### src/rtl/ui_control_fsm_pkg.sv
// Shared front-panel types and geometry so the chart renderer and the UI controller
// agree on where the chart window and the button panel live.
package ui_control_fsm_pkg;

  typedef enum logic [1:0] {
    IDLE         = 2'd0,
    DRAG         = 2'd1,
    STEP         = 2'd2,
    WAIT_RELEASE = 2'd3
  } ui_state_t;

  // Button-panel row order; the row index is the setting index.
  typedef enum logic [2:0] {
    SET_DELAY  = 3'd0,
    SET_MODE   = 3'd1,
    SET_CORNER = 3'd2,
    SET_AMP    = 3'd3,
    SET_TIME   = 3'd4
  } setting_idx_t;

  localparam int UI_CHART_X0   = 64;
  localparam int UI_CHART_Y0   = 64;
  localparam int UI_CHART_W    = 512;
  localparam int UI_CHART_H    = 384;
  localparam int UI_BTN_X0     = 800;
  localparam int UI_BTN_Y0     = 100;
  localparam int UI_BTN_W      = 32;
  localparam int UI_BTN_H      = 32;
  localparam int UI_BTN_PITCH  = 48;
  localparam int UI_OFFSET_LIM = 511;
  localparam int UI_SET_MAX    = 15;
  localparam int UI_MODE_MAX   = 3;
  localparam int UI_DEF_AMP    = 4;
  localparam int UI_DEF_TIME   = 4;

  function automatic logic signed [13:0] clamp_offset(input logic signed [13:0] v,
                                                      input logic signed [13:0] lim);
    logic signed [13:0] r;
    if (v > lim) begin
      r = lim;
    end else if (v < -lim) begin
      r = -lim;
    end else begin
      r = v;
    end
    return r;
  endfunction

  function automatic logic [3:0] step_setting(input logic [3:0] v,
                                              input logic [3:0] max_v,
                                              input logic       up);
    logic [3:0] r;
    if (up) begin
      if (v >= max_v) begin
        r = max_v;
      end else begin
        r = v + 4'd1;
      end
    end else begin
      if (v == 4'd0) begin
        r = 4'd0;
      end else begin
        r = v - 4'd1;
      end
    end
    return r;
  endfunction

endpackage

### src/rtl/ui_control_fsm_if.sv
// Mouse-position inputs and registered scope settings exchanged with the UI controller.
interface ui_control_fsm_if;

  logic               left_mouse;
  logic        [11:0] xpos;
  logic        [11:0] ypos;
  logic signed [11:0] offset_x;
  logic signed [11:0] offset_y;
  logic               drag_active;
  logic        [3:0]  delay;
  logic        [3:0]  mode;
  logic        [3:0]  corner_freq;
  logic        [3:0]  amplitude_scale;
  logic        [3:0]  time_scale;
  logic               settings_changed;

  modport master (
    output left_mouse, xpos, ypos,
    input  offset_x, offset_y, drag_active, delay, mode, corner_freq,
           amplitude_scale, time_scale, settings_changed
  );

  modport slave (
    input  left_mouse, xpos, ypos,
    output offset_x, offset_y, drag_active, delay, mode, corner_freq,
           amplitude_scale, time_scale, settings_changed
  );

endinterface

### src/rtl/ui_control_fsm_hit_decoder.sv
// Combinational cursor hit test against the chart window and the 5x2 button panel.
module ui_hit_decoder
  import ui_control_fsm_pkg::*;
#(
  parameter int CHART_X0  = UI_CHART_X0,
  parameter int CHART_Y0  = UI_CHART_Y0,
  parameter int CHART_W   = UI_CHART_W,
  parameter int CHART_H   = UI_CHART_H,
  parameter int BTN_X0    = UI_BTN_X0,
  parameter int BTN_Y0    = UI_BTN_Y0,
  parameter int BTN_W     = UI_BTN_W,
  parameter int BTN_H     = UI_BTN_H,
  parameter int BTN_PITCH = UI_BTN_PITCH
) (
  input  logic [11:0] xpos,
  input  logic [11:0] ypos,
  output logic        chart_hit,
  output logic        btn_hit,
  output logic [2:0]  btn_row,
  output logic        btn_plus
);

  // One spare bit so window edges near 4095 cannot wrap.
  localparam logic [12:0] CX_LO = 13'(CHART_X0);
  localparam logic [12:0] CX_HI = 13'(CHART_X0 + CHART_W);
  localparam logic [12:0] CY_LO = 13'(CHART_Y0);
  localparam logic [12:0] CY_HI = 13'(CHART_Y0 + CHART_H);
  localparam logic [12:0] MX_LO = 13'(BTN_X0);
  localparam logic [12:0] MX_HI = 13'(BTN_X0 + BTN_W);
  localparam logic [12:0] PX_LO = 13'(BTN_X0 + BTN_PITCH);
  localparam logic [12:0] PX_HI = 13'(BTN_X0 + BTN_PITCH + BTN_W);

  logic [12:0] x_s;
  logic [12:0] y_s;
  logic [4:0]  row_vec_s;
  logic        minus_col_s;
  logic        plus_col_s;

  assign x_s = {1'b0, xpos};
  assign y_s = {1'b0, ypos};

  assign chart_hit   = (x_s >= CX_LO) && (x_s < CX_HI) && (y_s >= CY_LO) && (y_s < CY_HI);
  assign minus_col_s = (x_s >= MX_LO) && (x_s < MX_HI);
  assign plus_col_s  = (x_s >= PX_LO) && (x_s < PX_HI);

  for (genvar r = 0; r < 5; r++) begin : g_row
    localparam logic [12:0] ROW_TOP = 13'(BTN_Y0 + r * BTN_PITCH);
    localparam logic [12:0] ROW_BOT = 13'(BTN_Y0 + r * BTN_PITCH + BTN_H);
    assign row_vec_s[r] = (y_s >= ROW_TOP) && (y_s < ROW_BOT);
  end

  // Encode the single active row band into a setting index
  always_comb begin
    btn_row = 3'd0;
    case (row_vec_s)
      5'b00001: btn_row = 3'd0;
      5'b00010: btn_row = 3'd1;
      5'b00100: btn_row = 3'd2;
      5'b01000: btn_row = 3'd3;
      5'b10000: btn_row = 3'd4;
      default:  btn_row = 3'd0;
    endcase
  end

  assign btn_hit  = (row_vec_s != 5'd0) && (minus_col_s || plus_col_s);
  assign btn_plus = plus_col_s;

endmodule

### src/rtl/ui_control_fsm.sv
// Front-panel mouse sequencer: chart drag sessions produce a clamped signed offset,
// button clicks step one scope setting by one with saturation.
module ui_control_fsm
  import ui_control_fsm_pkg::*;
#(
  parameter int CHART_X0   = UI_CHART_X0,
  parameter int CHART_Y0   = UI_CHART_Y0,
  parameter int CHART_W    = UI_CHART_W,
  parameter int CHART_H    = UI_CHART_H,
  parameter int BTN_X0     = UI_BTN_X0,
  parameter int BTN_Y0     = UI_BTN_Y0,
  parameter int BTN_W      = UI_BTN_W,
  parameter int BTN_H      = UI_BTN_H,
  parameter int BTN_PITCH  = UI_BTN_PITCH,
  parameter int OFFSET_LIM = UI_OFFSET_LIM,
  parameter int SET_MAX    = UI_SET_MAX,
  parameter int MODE_MAX   = UI_MODE_MAX,
  parameter int DEF_AMP    = UI_DEF_AMP,
  parameter int DEF_TIME   = UI_DEF_TIME
) (
  input logic           clk,
  input logic           rst,
  ui_control_fsm_if.slave bus
);

  localparam logic signed [13:0] LIM_S      = 14'(OFFSET_LIM);
  localparam logic        [3:0]  SET_MAX_V  = 4'(SET_MAX);
  localparam logic        [3:0]  MODE_MAX_V = 4'(MODE_MAX);
  localparam logic        [3:0]  AMP_RST_V  = 4'(DEF_AMP);
  localparam logic        [3:0]  TIME_RST_V = 4'(DEF_TIME);

  ui_state_t          state_r, state_s;
  logic               left_prev_r;
  logic               press_s;
  logic        [11:0] anchor_x_r, anchor_x_s, anchor_y_r, anchor_y_s;
  logic signed [11:0] base_x_r, base_x_s, base_y_r, base_y_s;
  logic signed [11:0] off_x_r, off_x_s, off_y_r, off_y_s;
  logic               drag_active_r, drag_active_s;
  setting_idx_t       sel_r, sel_s;
  logic               sel_plus_r, sel_plus_s;
  logic        [3:0]  delay_r, delay_s, mode_r, mode_s, corner_r, corner_s;
  logic        [3:0]  amp_r, amp_s, time_r, time_s;
  logic               changed_r, changed_s;
  logic               chart_hit_s, btn_hit_s, btn_plus_s;
  logic        [2:0]  btn_row_s;
  logic signed [13:0] raw_x_s, raw_y_s, drag_x_s, drag_y_s;
  logic        [3:0]  cur_val_s, cur_max_s, new_val_s;

  ui_hit_decoder #(
    .CHART_X0 (CHART_X0),
    .CHART_Y0 (CHART_Y0),
    .CHART_W  (CHART_W),
    .CHART_H  (CHART_H),
    .BTN_X0   (BTN_X0),
    .BTN_Y0   (BTN_Y0),
    .BTN_W    (BTN_W),
    .BTN_H    (BTN_H),
    .BTN_PITCH(BTN_PITCH)
  ) u_hit (
    .xpos     (bus.xpos),
    .ypos     (bus.ypos),
    .chart_hit(chart_hit_s),
    .btn_hit  (btn_hit_s),
    .btn_row  (btn_row_s),
    .btn_plus (btn_plus_s)
  );

  assign press_s = bus.left_mouse & ~left_prev_r;

  // 14-bit signed headroom: |base| <= 511 and |pos - anchor| <= 4095 cannot overflow.
  assign raw_x_s = $signed({{2{base_x_r[11]}}, base_x_r}) + $signed({2'b00, bus.xpos})
                 - $signed({2'b00, anchor_x_r});
  assign raw_y_s = $signed({{2{base_y_r[11]}}, base_y_r}) + $signed({2'b00, bus.ypos})
                 - $signed({2'b00, anchor_y_r});
  assign drag_x_s = clamp_offset(raw_x_s, LIM_S);
  assign drag_y_s = clamp_offset(raw_y_s, LIM_S);

  // Current value and ceiling of the setting selected by the last button press
  always_comb begin
    cur_val_s = delay_r;
    cur_max_s = SET_MAX_V;
    case (sel_r)
      SET_DELAY:  begin cur_val_s = delay_r;  cur_max_s = SET_MAX_V;  end
      SET_MODE:   begin cur_val_s = mode_r;   cur_max_s = MODE_MAX_V; end
      SET_CORNER: begin cur_val_s = corner_r; cur_max_s = SET_MAX_V;  end
      SET_AMP:    begin cur_val_s = amp_r;    cur_max_s = SET_MAX_V;  end
      SET_TIME:   begin cur_val_s = time_r;   cur_max_s = SET_MAX_V;  end
      default:    begin cur_val_s = delay_r;  cur_max_s = SET_MAX_V;  end
    endcase
  end

  assign new_val_s = step_setting(cur_val_s, cur_max_s, sel_plus_r);

  // Next-state and next-register logic of the press/drag/step sequencer
  always_comb begin
    state_s    = state_r;
    anchor_x_s = anchor_x_r;
    anchor_y_s = anchor_y_r;
    base_x_s   = base_x_r;
    base_y_s   = base_y_r;
    off_x_s    = off_x_r;
    off_y_s    = off_y_r;
    sel_s      = sel_r;
    sel_plus_s = sel_plus_r;
    delay_s    = delay_r;
    mode_s     = mode_r;
    corner_s   = corner_r;
    amp_s      = amp_r;
    time_s     = time_r;
    changed_s  = 1'b0;
    case (state_r)
      IDLE: begin
        if (press_s && chart_hit_s) begin
          anchor_x_s = bus.xpos;
          anchor_y_s = bus.ypos;
          state_s    = DRAG;
        end else if (press_s && btn_hit_s) begin
          sel_s      = setting_idx_t'(btn_row_s);
          sel_plus_s = btn_plus_s;
          state_s    = STEP;
        end else if (press_s) begin
          state_s = WAIT_RELEASE;
        end else begin
          state_s = IDLE;
        end
      end
      DRAG: begin
        off_x_s = drag_x_s[11:0];
        off_y_s = drag_y_s[11:0];
        if (!bus.left_mouse) begin
          base_x_s = drag_x_s[11:0];
          base_y_s = drag_y_s[11:0];
          state_s  = IDLE;
        end else begin
          state_s = DRAG;
        end
      end
      STEP: begin
        changed_s = (new_val_s != cur_val_s);
        case (sel_r)
          SET_DELAY:  delay_s  = new_val_s;
          SET_MODE:   mode_s   = new_val_s;
          SET_CORNER: corner_s = new_val_s;
          SET_AMP:    amp_s    = new_val_s;
          SET_TIME:   time_s   = new_val_s;
          default:    delay_s  = delay_r;
        endcase
        state_s = WAIT_RELEASE;
      end
      WAIT_RELEASE: begin
        if (!bus.left_mouse) begin
          state_s = IDLE;
        end else begin
          state_s = WAIT_RELEASE;
        end
      end
      default: state_s = IDLE;
    endcase
  end

  assign drag_active_s = (state_s == DRAG);

  // State and output registers; reset re-seeds the button history so a held button is not a press
  always_ff @(posedge clk) begin
    if (rst) begin
      state_r       <= IDLE;
      left_prev_r   <= bus.left_mouse;
      anchor_x_r    <= 12'd0;
      anchor_y_r    <= 12'd0;
      base_x_r      <= 12'sd0;
      base_y_r      <= 12'sd0;
      off_x_r       <= 12'sd0;
      off_y_r       <= 12'sd0;
      drag_active_r <= 1'b0;
      sel_r         <= SET_DELAY;
      sel_plus_r    <= 1'b0;
      delay_r       <= 4'd0;
      mode_r        <= 4'd0;
      corner_r      <= 4'd0;
      amp_r         <= AMP_RST_V;
      time_r        <= TIME_RST_V;
      changed_r     <= 1'b0;
    end else begin
      state_r       <= state_s;
      left_prev_r   <= bus.left_mouse;
      anchor_x_r    <= anchor_x_s;
      anchor_y_r    <= anchor_y_s;
      base_x_r      <= base_x_s;
      base_y_r      <= base_y_s;
      off_x_r       <= off_x_s;
      off_y_r       <= off_y_s;
      drag_active_r <= drag_active_s;
      sel_r         <= sel_s;
      sel_plus_r    <= sel_plus_s;
      delay_r       <= delay_s;
      mode_r        <= mode_s;
      corner_r      <= corner_s;
      amp_r         <= amp_s;
      time_r        <= time_s;
      changed_r     <= changed_s;
    end
  end

  assign bus.offset_x         = off_x_r;
  assign bus.offset_y         = off_y_r;
  assign bus.drag_active      = drag_active_r;
  assign bus.delay            = delay_r;
  assign bus.mode             = mode_r;
  assign bus.corner_freq      = corner_r;
  assign bus.amplitude_scale  = amp_r;
  assign bus.time_scale       = time_r;
  assign bus.settings_changed = changed_r;

endmodule

### src/flat_wrapper.sv
// flat-port wrapper written by rule: the top's interface ports become plain ports
module ui_control_fsm_flat import ui_control_fsm_pkg::*;
#(
  parameter int CHART_X0   = UI_CHART_X0,
  parameter int CHART_Y0   = UI_CHART_Y0,
  parameter int CHART_W    = UI_CHART_W,
  parameter int CHART_H    = UI_CHART_H,
  parameter int BTN_X0     = UI_BTN_X0,
  parameter int BTN_Y0     = UI_BTN_Y0,
  parameter int BTN_W      = UI_BTN_W,
  parameter int BTN_H      = UI_BTN_H,
  parameter int BTN_PITCH  = UI_BTN_PITCH,
  parameter int OFFSET_LIM = UI_OFFSET_LIM,
  parameter int SET_MAX    = UI_SET_MAX,
  parameter int MODE_MAX   = UI_MODE_MAX,
  parameter int DEF_AMP    = UI_DEF_AMP,
  parameter int DEF_TIME   = UI_DEF_TIME
)
  (clk, rst, bus_left_mouse, bus_xpos, bus_ypos, bus_offset_x, bus_offset_y, bus_drag_active, bus_delay, bus_mode, bus_corner_freq, bus_amplitude_scale, bus_time_scale, bus_settings_changed);
  ui_control_fsm_if bus_i ();
  input logic clk;
  input logic rst;
  input wire logic [$bits(bus_i.left_mouse)-1:0] bus_left_mouse;
  input wire logic [$bits(bus_i.xpos)-1:0] bus_xpos;
  input wire logic [$bits(bus_i.ypos)-1:0] bus_ypos;
  output wire logic [$bits(bus_i.offset_x)-1:0] bus_offset_x;
  output wire logic [$bits(bus_i.offset_y)-1:0] bus_offset_y;
  output wire logic [$bits(bus_i.drag_active)-1:0] bus_drag_active;
  output wire logic [$bits(bus_i.delay)-1:0] bus_delay;
  output wire logic [$bits(bus_i.mode)-1:0] bus_mode;
  output wire logic [$bits(bus_i.corner_freq)-1:0] bus_corner_freq;
  output wire logic [$bits(bus_i.amplitude_scale)-1:0] bus_amplitude_scale;
  output wire logic [$bits(bus_i.time_scale)-1:0] bus_time_scale;
  output wire logic [$bits(bus_i.settings_changed)-1:0] bus_settings_changed;
  assign bus_i.left_mouse = bus_left_mouse;
  assign bus_i.xpos = bus_xpos;
  assign bus_i.ypos = bus_ypos;
  assign bus_offset_x = bus_i.offset_x;
  assign bus_offset_y = bus_i.offset_y;
  assign bus_drag_active = bus_i.drag_active;
  assign bus_delay = bus_i.delay;
  assign bus_mode = bus_i.mode;
  assign bus_corner_freq = bus_i.corner_freq;
  assign bus_amplitude_scale = bus_i.amplitude_scale;
  assign bus_time_scale = bus_i.time_scale;
  assign bus_settings_changed = bus_i.settings_changed;
  ui_control_fsm #(.CHART_X0(CHART_X0), .CHART_Y0(CHART_Y0), .CHART_W(CHART_W), .CHART_H(CHART_H), .BTN_X0(BTN_X0), .BTN_Y0(BTN_Y0), .BTN_W(BTN_W), .BTN_H(BTN_H), .BTN_PITCH(BTN_PITCH), .OFFSET_LIM(OFFSET_LIM), .SET_MAX(SET_MAX), .MODE_MAX(MODE_MAX), .DEF_AMP(DEF_AMP), .DEF_TIME(DEF_TIME)) u_core (.clk(clk), .rst(rst), .bus(bus_i));
endmodule
### config.mk
export PLATFORM = sky130hd
export DESIGN_NAME = ui_control_fsm_flat
export DESIGN_NICKNAME = d
export VERILOG_FILES = /design/src/rtl/ui_control_fsm_pkg.sv /design/src/rtl/ui_control_fsm_if.sv /design/src/rtl/ui_control_fsm_hit_decoder.sv /design/src/rtl/ui_control_fsm.sv /design/src/flat_wrapper.sv
export SDC_FILE = /design/constraint.sdc
export NUM_CORES = 1
export LEC_CHECK = 0
export BUFFER_PORTS_ARGS = -buffer_cell sky130_fd_sc_hd__buf_2
export CAP_MARGIN = 40
export CORE_UTILIZATION = 40
export CTS_CLUSTER_SIZE = 14
export DETAILED_ROUTE_END_ITERATION = 8
export GPL_TIMING_DRIVEN = 1
export PLACE_DENSITY = 0.55
export SYNTH_ARGS = -nofsm -noshare
export SYNTH_HDL_FRONTEND = slang
export SYNTH_SLANG_ARGS = --single-unit
### constraint.sdc
create_clock -name clk -period 9.8 [get_ports clk]
set_input_delay 1.96 -clock clk [delete_from_list [all_inputs] [get_ports clk]]
set_output_delay 1.96 -clock clk [all_outputs]
set_load 0.02 [all_outputs]
==> results of run 1 <==
-- tightest hold or removal path: stages (launching register included) --
cell	delay, ns
dfxtp_1	0.31
nand2_1	0.05
a21oi_1	0.05
-- worst min-delay path by stage --
stage,from,end,cells past startpoint
3_3_place_gp,u_core.bus.offset_y[9],u_core.bus.offset_y[9],2
5_1_grt,u_core.bus.offset_x[10],u_core.bus.offset_x[10],2
3_5_place_dp,u_core.bus.offset_x[10],u_core.bus.offset_x[10],2
6_report,u_core.bus.offset_y[9],u_core.bus.offset_y[9],2
4_1_cts,u_core.bus.offset_x[10],u_core.bus.offset_x[10],2
2_1_floorplan,u_core.base_x_r[10],u_core.base_x_r[10],2
-- synthesized netlist by cell type (6+ instances only) --
| cell | count | share of area [%] |
|---|---|---|
| nor2_1 | 118 | 6.5 |
| a211oi_1 | 38 | 4.2 |
| buf_2 | 9 | 0.66 |
| nand4_1 | 10 | 0.92 |
| o32ai_1 | 12 | 1.5 |
| inv_1 | 104 | 5.7 |
| nand2b_1 | 16 | 1.5 |
| xor2_1 | 9 | 1.2 |
| a21oi_1 | 56 | 4.1 |
| nor2b_1 | 9 | 0.83 |
| ha_1 | 32 | 5.9 |
| mux2i_1 | 27 | 4.0 |
| fa_1 | 24 | 7.1 |
| nand2_1 | 51 | 2.8 |
| dfxtp_1 | 101 | 30 |
| xnor2_1 | 15 | 1.9 |
| clkbuf_1 | 30 | 1.7 |
| o21ai_0 | 28 | 2.1 |
| and3_1 | 14 | 1.3 |
| nand3_1 | 13 | 0.96 |
| a221oi_1 | 6 | 0.77 |
| a21o_1 | 8 | 0.88 |
| nor3_1 | 22 | 1.6 |
-- registers in the layout, summed over array words and instances, names as in the netlist, 2 cells and up --
register and count:
u_core.state_r 2, u_core.anchor_y_r 12, u_core.base_y_r 12, u_core.sel_r 3, u_core.bus.delay 4, u_core.base_x_r 12
u_core.bus.amplitude_scale 4, u_core.bus.corner_freq 4, u_core.bus.time_scale 4, u_core.bus.offset_x 12, u_core.bus.offset_y 12, u_core.bus.mode 4
u_core.anchor_x_r 12
-- per-layer routing --
layer  vias to the layer above  routed length, µm  GRT usage, %
met1                      2779               8830          28.1
met4                         0                271          6.26
met3                        16                442          2.57
li1                       3042                  -             -
met5                         -                  0             0
met2                        96               8130          33.9
-- cell families (layout without fill, tap and decap cells) --
| kind of cell | count (synthesis) | in the layout | share of synthesized area, % |
|---|---|---|---|
| mux | 30 | 30 | 4.69 |
| fa+ha+maj | 57 | 57 | 13.1 |
| compound gates | 201 | 201 | 20.5 |
| buf+inv | 148 | 200 | 8.54 |
| flops | 101 | 101 | 29.7 |
| xor+xnor | 24 | 24 | 3.09 |
| simple gates | 290 | 290 | 20.4 |
-- area by class of cell --
| type | instances | area share (%) |
|---|---|---|
| clock inverters | 4 | 0.706 |
| flip-flops and latches | 101 | 26.5 |
| well taps | 220 | 3.61 |
| clock buffers | 12 | 3.37 |
| multi-input cells | 602 | 55.3 |
| inverters | 105 | 5.17 |
| repair buffers | 79 | 5.35 |
-- layout by cell type, fill, tap and decap left out, types with 3 or more instances in the layout --
cell type | Yosys | final
or3_1 | 5 | 5
nand2_1 | 51 | 51
clkbuf_16 | 0 | 9
a31o_2 | 3 | 3
a221oi_1 | 6 | 6
buf_4 | 2 | 5
o32ai_1 | 12 | 12
o21bai_1 | 5 | 5
o221ai_1 | 4 | 4
nor3b_1 | 4 | 4
nor3_1 | 22 | 22
nor4_1 | 5 | 5
buf_2 | 9 | 74
o21ai_0 | 28 | 28
a211oi_1 | 38 | 38
nand3_1 | 13 | 13
xnor2_1 | 15 | 15
nor2b_1 | 9 | 8
nor2_1 | 118 | 117
o21a_1 | 4 | 4
o22ai_1 | 5 | 5
inv_1 | 104 | 104
or4_1 | 4 | 4
dfxtp_1 | 101 | 101
nand2b_1 | 16 | 16
and2_1 | 4 | 4
nand4_1 | 10 | 10
a21o_1 | 8 | 8
o211ai_1 | 5 | 5
xor2_1 | 9 | 9
o31ai_1 | 3 | 3
fa_1 | 24 | 24
ha_1 | 32 | 32
and3_1 | 14 | 14
or2_2 | 4 | 4
mux2i_1 | 27 | 27
a21oi_1 | 56 | 56
-- stage by stage --
stage | utilization (%) | hold slack [ns] | instances | instance area, µm² | setup WS [ns]
3_5_place_dp | 44.1 | 0.448 | 1107 | 7310 | 4.35
4_1_cts | 45.9 | 0.458 | 1123 | 7620 | 4.70
2_1_floorplan | - | 0.436 | 851 | 6810 | 4.73
3_3_place_gp | 44.0 | 0.441 | 1105 | 7300 | 4.34
5_1_grt | 45.9 | 0.475 | 1123 | 7620 | 4.39
6_report | 45.9 | 0.455 | 1123 | 7620 | 4.67
-- report_power, final --
group / internal [µW] / switching (µW) / leakage (µW)
Combinational: 130 / 221 / 0.00228
Sequential: 427 / 11.1 / 0.000819
Clock: 213 / 164 / 0.000145
==> reports/metrics.cfg, run 1 <==
[clock_tree]
numCtsBuffers=9
cts_tree=done
post_cts_buffers=0
htreeDepth=3
cts_resized=0
hold_buffers=0
root_buffer=clkbuf_16
cts_buffer_depth=2
clkTransAtPathRegs_ns=0.07
clkSinkCount=101
clock_latency_ns=0.36

[critical_path]
crit_chain=buf_2 -> fa_1 -> inv_1 -> fa_1 -> nand2b_1 -> a21oi_1 -> o221ai_1 -> and3_1 -> nor4_1 -> a211oi_2 -> nor2_1 -> o32ai_1
startpoint=bus_ypos[1]
r2r-start=u_core.sel_r[1]
ff2ff_path_depth=12
cp-end-kind=register
worst_path_most_repeated_cell=fa_1
reg2reg_setup_slack_ns=5.99
cp.required_ns=10.00
cp.arrival_ns=5.33
cpLargestDelayFamily=simple AND/OR/NAND/NOR gates
path_buf_inv=2
slowest_stage=nor2_1
crit_path_end=u_core.base_y_r[7]
cp.depth=12
r2r_end=u_core.bus.settings_changed
crit_type=in2reg
crit_fanout=12
crit_path_start_kind=input port
max_stage_delay_ns=0.61

[power_and_ir_drop]
ir_drop_mv=0.0930
p_per_area_mw_per_mm2=153
total_power_uw=1170
p_leak_uw=0.00325

[placed_design]
dpl.hpwl_um=13600
gp_congestion=0.849
io_buffers=72

[route]
wire_per_inst_um=15.7
drc=0
vias=5933
drtPass1Iterations=5
viasPerCell=5.28
dr.first_iter.drc_count=338
routed_wirelength_um=17700
ant_nets=0

[sta]
rsz0062_at_grt=false
drv_slew=0
fmax_mhz=195
max_slew.worst_pin.slew_ns=0.882
slew_headroom_pct=41.1
setup_violations=0
tns_ns=0
fin_crit_sh_pct=52.3
hold_viol=0
fin_skew_ns=0.00697
fin_crit_ns=5.13

[floorplan]
dieArea_mm2=0.0175
io_pins=73
initial_core_util_pct=41.1
die_w_um=132
row_count=47
placeableCoreArea_mm2=0.0166
die_h_um=132

[cells_and_area]
seq_area_mm2=0.00202
multi_input_area_mm2=0.00421
fillers=1742
num_antenna_cells=0
layout.nets=981
area_growth_syn_to_layout_pct=11.9
drive_above_1_share_pct=13.0

[synthesis]
netlist_instances=851
yosysSeqAreaShare_pct=29.7
syn_nets=934
synth_edf_count=0
ys_warn_count=0
synth_cell_types=70
ys_ff_latch=101
synth.cell_area_mm2=0.00681
avgSynthCellArea_um2=8.00
synth_flop_cell=dfxtp_1
async_reset_ff_share_pct=0

[global_routing]
antenna_found_initial=0
grt_use_total_pct=20.6
grt_pass1_wl_um=28800
overflow=0
grt_pass1_vias=5629
grt_max_degree=63

[flow_run]
cap_violations=0

[min_path]
worstHoldPathType=reg2reg

[outcome]
outcome=finished, final reports clean

Note: power is estimated with default switching activity, not from simulation.
==> inputs of run 2 (changes only) <==
==> constraint.sdc (replaced) <==
create_clock -name clk -period 5.1 [get_ports clk]
set_input_delay 1.02 -clock clk [delete_from_list [all_inputs] [get_ports clk]]
set_output_delay 1.02 -clock clk [all_outputs]
set_load 0.02 [all_outputs]
==> run 2 against run 1 <==
  * Routed wire length is 1.0% lower
  * Highest routed layer unchanged
  * Cell area is 0.11% higher
  * Worst setup slack worse by 3.7 ns
  * Count of clock-buffer cells in the layout stayed put
  * Largest cell class unchanged
  * Critical endpoint is now u_core.base_x_r[8]
  * Clock skew about the same
  * Sequential cell count unchanged
  * Total power rose by 87%
  * Combinational power rose by 94%
  * Largest power group unchanged
==> reports/metrics.cfg, run 2 (same netlist as run 1, synthesis figures left out) <==
[critical_path]
crit_fanout=8  ; was 12
crit_chain=buf_2 -> fa_1 -> inv_1 -> fa_1 -> nor2b_1 -> o22ai_2 -> xnor2_1 -> or4b_1 -> or4_1 -> o311ai_2 -> a31o_2 -> a211oi_1  ; was buf_2 -> fa_1 -> inv_1 -> fa_1 -> nand2b_1 -> a21oi_1 -> o221ai_1 -> and3_1 -> nor4_1 -> a211oi_2 -> nor2_1 -> o32ai_1
cp.depth=12  ; unchanged
ff2ff_path_depth=12  ; unchanged
cp-end-kind=register  ; unchanged
crit_path_start_kind=input port  ; unchanged
slowest_stage=fa_1  ; was nor2_1
cp.required_ns=5.33  ; was 10.00 ns
cpLargestDelayFamily=simple AND/OR/NAND/NOR gates  ; unchanged
path_buf_inv=2  ; unchanged
max_stage_delay_ns=0.56  ; was 0.61 ns
worst_path_most_repeated_cell=fa_1  ; unchanged
cp.arrival_ns=4.32  ; was 5.33 ns
crit_type=in2reg  ; unchanged
reg2reg_setup_slack_ns=1.29  ; was 5.99 ns

[cells_and_area]
layout.nets=985  ; was 981
final_cell_mix=117 x nor2_1, 104 x inv_1, 101 x dfxtp_1  ; unchanged
num_antenna_cells=0  ; unchanged
fillers=1711  ; was 1742
area_growth_syn_to_layout_pct=12.0  ; was 11.9%
final_util_pct=46.0  ; was 45.9%
drive_above_1_share_pct=13.1  ; was 13.0%
layout_commonest_cell=nor2_1  ; unchanged

[floorplan]
die_h_um=132  ; unchanged
dieArea_mm2=0.0175  ; unchanged
initial_core_util_pct=41.1  ; unchanged
io_pins=73  ; unchanged
die_w_um=132  ; unchanged
placeableCoreArea_mm2=0.0166  ; unchanged
row_count=47  ; unchanged

[global_routing]
grt_use_total_pct=20.2  ; was 20.6%
grt_max_degree=62  ; was 63
overflow=0  ; unchanged
antenna_found_initial=0  ; unchanged
grt_pass1_wl_um=28400  ; was 28800 µm
grt_pass1_vias=5541  ; was 5629

[sta]
fin_crit_ns=4.09
tns_ns=0  ; unchanged
drv_slew=0  ; unchanged
setup_violations=0  ; unchanged
max_slew.worst_pin.slew_ns=0.852  ; was 0.882 ns
fmax_mhz=244
fin_crit_sh_pct=80.3
hold_viol=0  ; unchanged
rsz0062_at_grt=false  ; unchanged
fin_skew_ns=0.00732  ; was 0.00697 ns
slew_headroom_pct=43.1  ; was 41.1%

[clock_tree]
hold_buffers=0  ; unchanged
clkTransAtPathRegs_ns=0.07  ; about the same
clkSinkCount=101  ; unchanged
post_cts_buffers=0  ; unchanged
cts_buffer_depth=2  ; unchanged
clock_latency_ns=0.35  ; was 0.36 ns
htreeDepth=3  ; unchanged
cts_tree=done  ; unchanged
numCtsBuffers=9  ; unchanged
cts_resized=0  ; unchanged
root_buffer=clkbuf_16  ; unchanged

[power_and_ir_drop]
p_leak_uw=0.00325  ; about the same
ir_drop_mv=0.199  ; was 0.0930 mV
p_per_area_mw_per_mm2=285  ; was 153 mW/mm²

[min_path]
holdPathStages=2  ; unchanged
worstHoldPathType=reg2reg  ; unchanged

[placed_design]
gp_congestion=0.849  ; about the same
io_buffers=72  ; unchanged
dpl.hpwl_um=13500  ; was 13600 µm

[outcome]
outcome=finished, final reports clean  ; unchanged

[route]
wire_per_inst_um=15.5  ; was 15.7 µm
drtPass1Iterations=5  ; unchanged
routed_wirelength_um=17500  ; was 17700 µm
dr.first_iter.drc_count=336  ; was 338
ant_nets=0  ; unchanged
drc=0  ; unchanged
viasPerCell=5.28  ; about the same
vias=5954  ; was 5933

[flow_run]
cap_violations=0  ; unchanged

[run 2: cell count changes in the layout (fill, tap and decap cells not counted), sizes merged]
cell,before,now
buf,79,83
bufinv,1,0
clkinv,0,1
[run 2: worst paths after layout]
path,from,end
worst max register to register,u_core.sel_r[1],u_core.bus.settings_changed
worst max-delay path,bus_xpos[1],u_core.base_x_r[8]
worst min-delay path,u_core.bus.offset_x[9],u_core.bus.offset_x[9]
worst min register to register,u_core.bus.offset_x[9],u_core.bus.offset_x[9]
[run 2: where the power goes]
part	total [µW]	leakage, µW	internal [µW]	switching [µW]
combinational	681	0.00231	256	425
clock	652	0.000123	335	317
sequential	841	0.000819	820	21.4
[run 2: metrics by stage]
stage / hold slack, ns / cell area [µm²] / std cells / setup WS [ns] / power [µW]
global route: 0.473 / 7630 / 1127 / 0.772 / 2300
global placement: 0.442 / 7320 / 1108 / 0.666 / 1540
detailed placement: 0.448 / 7360 / 1111 / 0.634 / 1540
finish: 0.453 / 7630 / 1127 / 1.01 / 2170
floorplan: 0.436 / 6810 / 851 / 0.973 / 1360
CTS: 0.458 / 7630 / 1127 / 1.01 / 2190
[run 2: worst reg2reg max path, cell delays in order, from the launching register on]
cell	delay [ns]
dfxtp_1	0.88
mux2i_1	0.29
a211oi_1	0.10
o211ai_1	0.59
inv_1	0.13
ha_1	0.28
a21o_1	0.19
a21o_1	0.23
o21ai_0	0.29
o31ai_4	0.18
xnor2_1	0.18
nand2_1	0.07
o31a_1	0.29
[run 2: final cells by class]
cell class                 count  area [µm²]  share of cell area [%]
clock inverter                 4        32.5                   0.426
timing repair buffer          83         458                    6.00
multi-input combinational    602        4210                    55.2
inverter                     105         394                    5.17
tap                          220         275                    3.61
clock buffer                  12         236                    3.10
sequential                   101        2020                    26.5
[run 2: layer usage]
metal,GRT usage (%),wire length [µm],vias to the layer above
met1,28.9,8800,2781
met5,0,0,-
li1,-,-,3055
met2,31.9,7870,102
met4,4.92,227,0
met3,2.99,585,16
==> inputs of run 3 (changes only) <==
--- a/config.mk
+++ b/config.mk
@@ -11,7 +11,7 @@
 export CTS_CLUSTER_SIZE = 14
 export DETAILED_ROUTE_END_ITERATION = 8
 export GPL_TIMING_DRIVEN = 1
-export PLACE_DENSITY = 0.55
+export PLACE_DENSITY = 0.57
 export SYNTH_ARGS = -nofsm -noshare
 export SYNTH_HDL_FRONTEND = slang
 export SYNTH_SLANG_ARGS = --single-unit
==> constraint.sdc (replaced) <==
create_clock -name clk -period 3.4 [get_ports clk]
set_input_delay 0.68 -clock clk [delete_from_list [all_inputs] [get_ports clk]]
set_output_delay 0.68 -clock clk [all_outputs]
set_load 0.02 [all_outputs]
==> run 3 against run 2 <==
  * The flow now finishes with violations (setup timing)
  * Total power rose by 76%
  * Critical path depth did not move
  * Worst setup slack got worse by 1.1 ns
  * First-iteration DRC count rose by 27%
  * Final cell count increased by 10%
  * Cell area rose by 19%
  * Utilization increased by 8.6 points
  * Critical path type unchanged
==> reports/metrics.cfg, run 3 (same netlist as run 1, synthesis figures left out) <==
[route]
viasPerCell=5.22  ; was 5.28
routed_wirelength_um=19000  ; was 17500 µm
wire_per_inst_um=15.3  ; was 15.5 µm
vias=6481  ; was 5954
dr.first_iter.drc_count=427  ; was 336
ant_nets=0  ; unchanged
drtPass1Iterations=4  ; was 5
drc=0  ; unchanged

[cells_and_area]
area_growth_syn_to_layout_pct=33.0  ; was 12.0%
layout_commonest_cell=buf_4  ; was nor2_1
fillers=1611  ; was 1711
drive_above_1_share_pct=30.4  ; was 13.1%
num_antenna_cells=0  ; unchanged
multi_input_area_mm2=0.00476  ; was 0.00421 mm²
layout.nets=1100  ; was 985
post-route-cell-area_mm2=0.00905  ; was 0.00763 mm²
seq_area_mm2=0.00202  ; about the same
stdcell_count=1241  ; was 1127
final_cell_mix=123 x buf_4, 112 x nor2_1, 100 x dfxtp_1  ; was 117 x nor2_1, 104 x inv_1, 101 x dfxtp_1

[floorplan]
die_w_um=132  ; unchanged
dieArea_mm2=0.0175  ; unchanged
io_pins=73  ; unchanged
placeableCoreArea_mm2=0.0166  ; unchanged
die_h_um=132  ; unchanged
row_count=47  ; unchanged
initial_core_util_pct=41.1  ; unchanged

[sta]
tns_ns=-0.568  ; was 0 ns
drv_slew=0  ; unchanged
hold_viol=0  ; unchanged
max_slew.worst_pin.slew_ns=0.635  ; was 0.852 ns
setup_violations=16  ; was 0
fin_ws_ns=-0.0638  ; was 1.01 ns
rsz0062_at_grt=true  ; was false
fin_skew_ns=0.00928  ; was 0.00732 ns
fmax_mhz=289
fin_crit_ns=3.46
slew_headroom_pct=57.3  ; was 43.1%
fin_crit_sh_pct=102

[critical_path]
r2r-start=u_core.base_x_r[0]  ; was u_core.sel_r[1]
cp-end-kind=register  ; unchanged
cp.arrival_ns=3.70  ; was 4.32 ns
cp.required_ns=3.64  ; was 5.33 ns
crit_path_start_kind=input port  ; unchanged
crit_type=in2reg  ; unchanged
crit_fanout=8  ; unchanged
startpoint=bus_xpos[1]  ; unchanged

[outcome]
violations=setup timing
outcome=complete, but fails checks  ; was finished, final reports clean

[global_routing]
overflow=0  ; unchanged
grt_pass1_vias=5840  ; was 5541
grt_pass1_wl_um=29800  ; was 28400 µm
antenna_found_initial=0  ; unchanged
grt_max_degree=50  ; was 62
grt_use_total_pct=21.4  ; was 20.2%

[placed_design]
numPlacedInstances=1215  ; was 1111
place_area_mm2=0.00831  ; was 0.00736 mm²
io_buffers=72  ; unchanged
gp_congestion=0.847  ; was 0.849
dpl.hpwl_um=14500  ; was 13500 µm

[clock_tree]
clkTransAtPathRegs_ns=0.07  ; about the same
clkSinkCount=101  ; unchanged
hold_buffers=0  ; unchanged
clock_latency_ns=0.36  ; was 0.35 ns
root_buffer=clkbuf_16  ; unchanged
cts_buffer_depth=2  ; unchanged
htreeDepth=3  ; unchanged
numCtsBuffers=9  ; unchanged
cts_tree=done  ; unchanged

[min_path]
min_from=u_core.bus.offset_x[10]  ; was u_core.bus.offset_x[9]
worstHoldPathType=reg2reg  ; unchanged

[power_and_ir_drop]
total_power_uw=3820  ; was 2170 µW
p_leak_uw=0.00391  ; was 0.00325 µW
p_per_area_mw_per_mm2=422  ; was 285 mW/mm²
ir_drop_mv=0.303  ; was 0.199 mV

[flow_run]
cap_violations=0  ; unchanged

run 3: cell count changes in the layout (fill, tap and decap cells not counted), moves of 5 or more:
cell / previous run / this run
buf_4: 8 / 123
a211oi_2: 2 / 14
ha_4: 0 / 6
o21ai_0: 28 / 21
ha_2: 0 / 5
inv_1: 104 / 99
a211oi_1: 38 / 24
o32ai_1: 12 / 6
ha_1: 32 / 21
nor2_1: 117 / 112
a21oi_1: 56 / 51
run 3: where the power goes:
part | leakage, µW | switching (µW) | internal (µW)
Sequential | 0.000820 | 33.8 | 1230
Combinational | 0.00296 | 838 | 723
Clock | 0.000130 | 499 | 501
Total | 0.00391 | 1370 | 2450
run 3: timing repair:
| item | 4_1_cts | 5_1_grt |
|---|---|---|
| resized for setup | 24 | 52 |
| cloned | 0 | 0 |
| hold endpoints to repair | 0 | 0 |
| setup buffers | 2 | 10 |
| pin swaps | 11 | 32 |
| setup endpoints to repair | 32 | 35 |
run 3: final cells by class:
class | instances | area share [%]
multi-input cells | 602 | 52.6
flip-flops and latches | 101 | 22.3
repair buffers | 198 | 14.6
inverters | 105 | 4.44
well taps | 220 | 3.04
clock buffers | 9 | 2.49
clock inverters | 6 | 0.539
run 3: path summary, 6_finish.rpt:
kind	to	slack [ns]	cells past startpoint
setup / recovery	u_core.base_x_r[8]	-0.06	12
hold / removal	u_core.bus.offset_x[10]	0.45	2
setup reg to reg	u_core.base_x_r[8]	-0.03	14
hold reg to reg	u_core.bus.offset_x[10]	0.45	2
run 3: metrics by stage:
stage	hold slack [ns]	setup slack [ns]	util [%]
5_1_grt	0.484	-0.169	54.6
2_1_floorplan	0.436	-0.218	-
3_3_place_gp	0.443	-0.469	50.0
6_report	0.453	-0.0638	54.6
3_5_place_dp	0.449	-0.541	50.1
4_1_cts	0.459	-0.0672	52.4
run 3: worst max-delay path, cell delays in order:
cell      delay, ns
buf_6          0.10
fa_1           0.57
inv_2          0.05
fa_2           0.36
nor2b_4        0.14
o22ai_2        0.08
xnor2_1        0.14
or4b_1         0.46
or4_4          0.44
o311ai_4       0.30
a31o_4         0.30
a211oi_1       0.08
run 3: layer usage:
metal,global-route usage [%],routed length (µm),up-vias
li1,-,-,3280
met1,30.1,9100,3058
met2,34.1,8990,126
met3,3.56,710,17
met4,4.73,210,0
met5,0,0,-
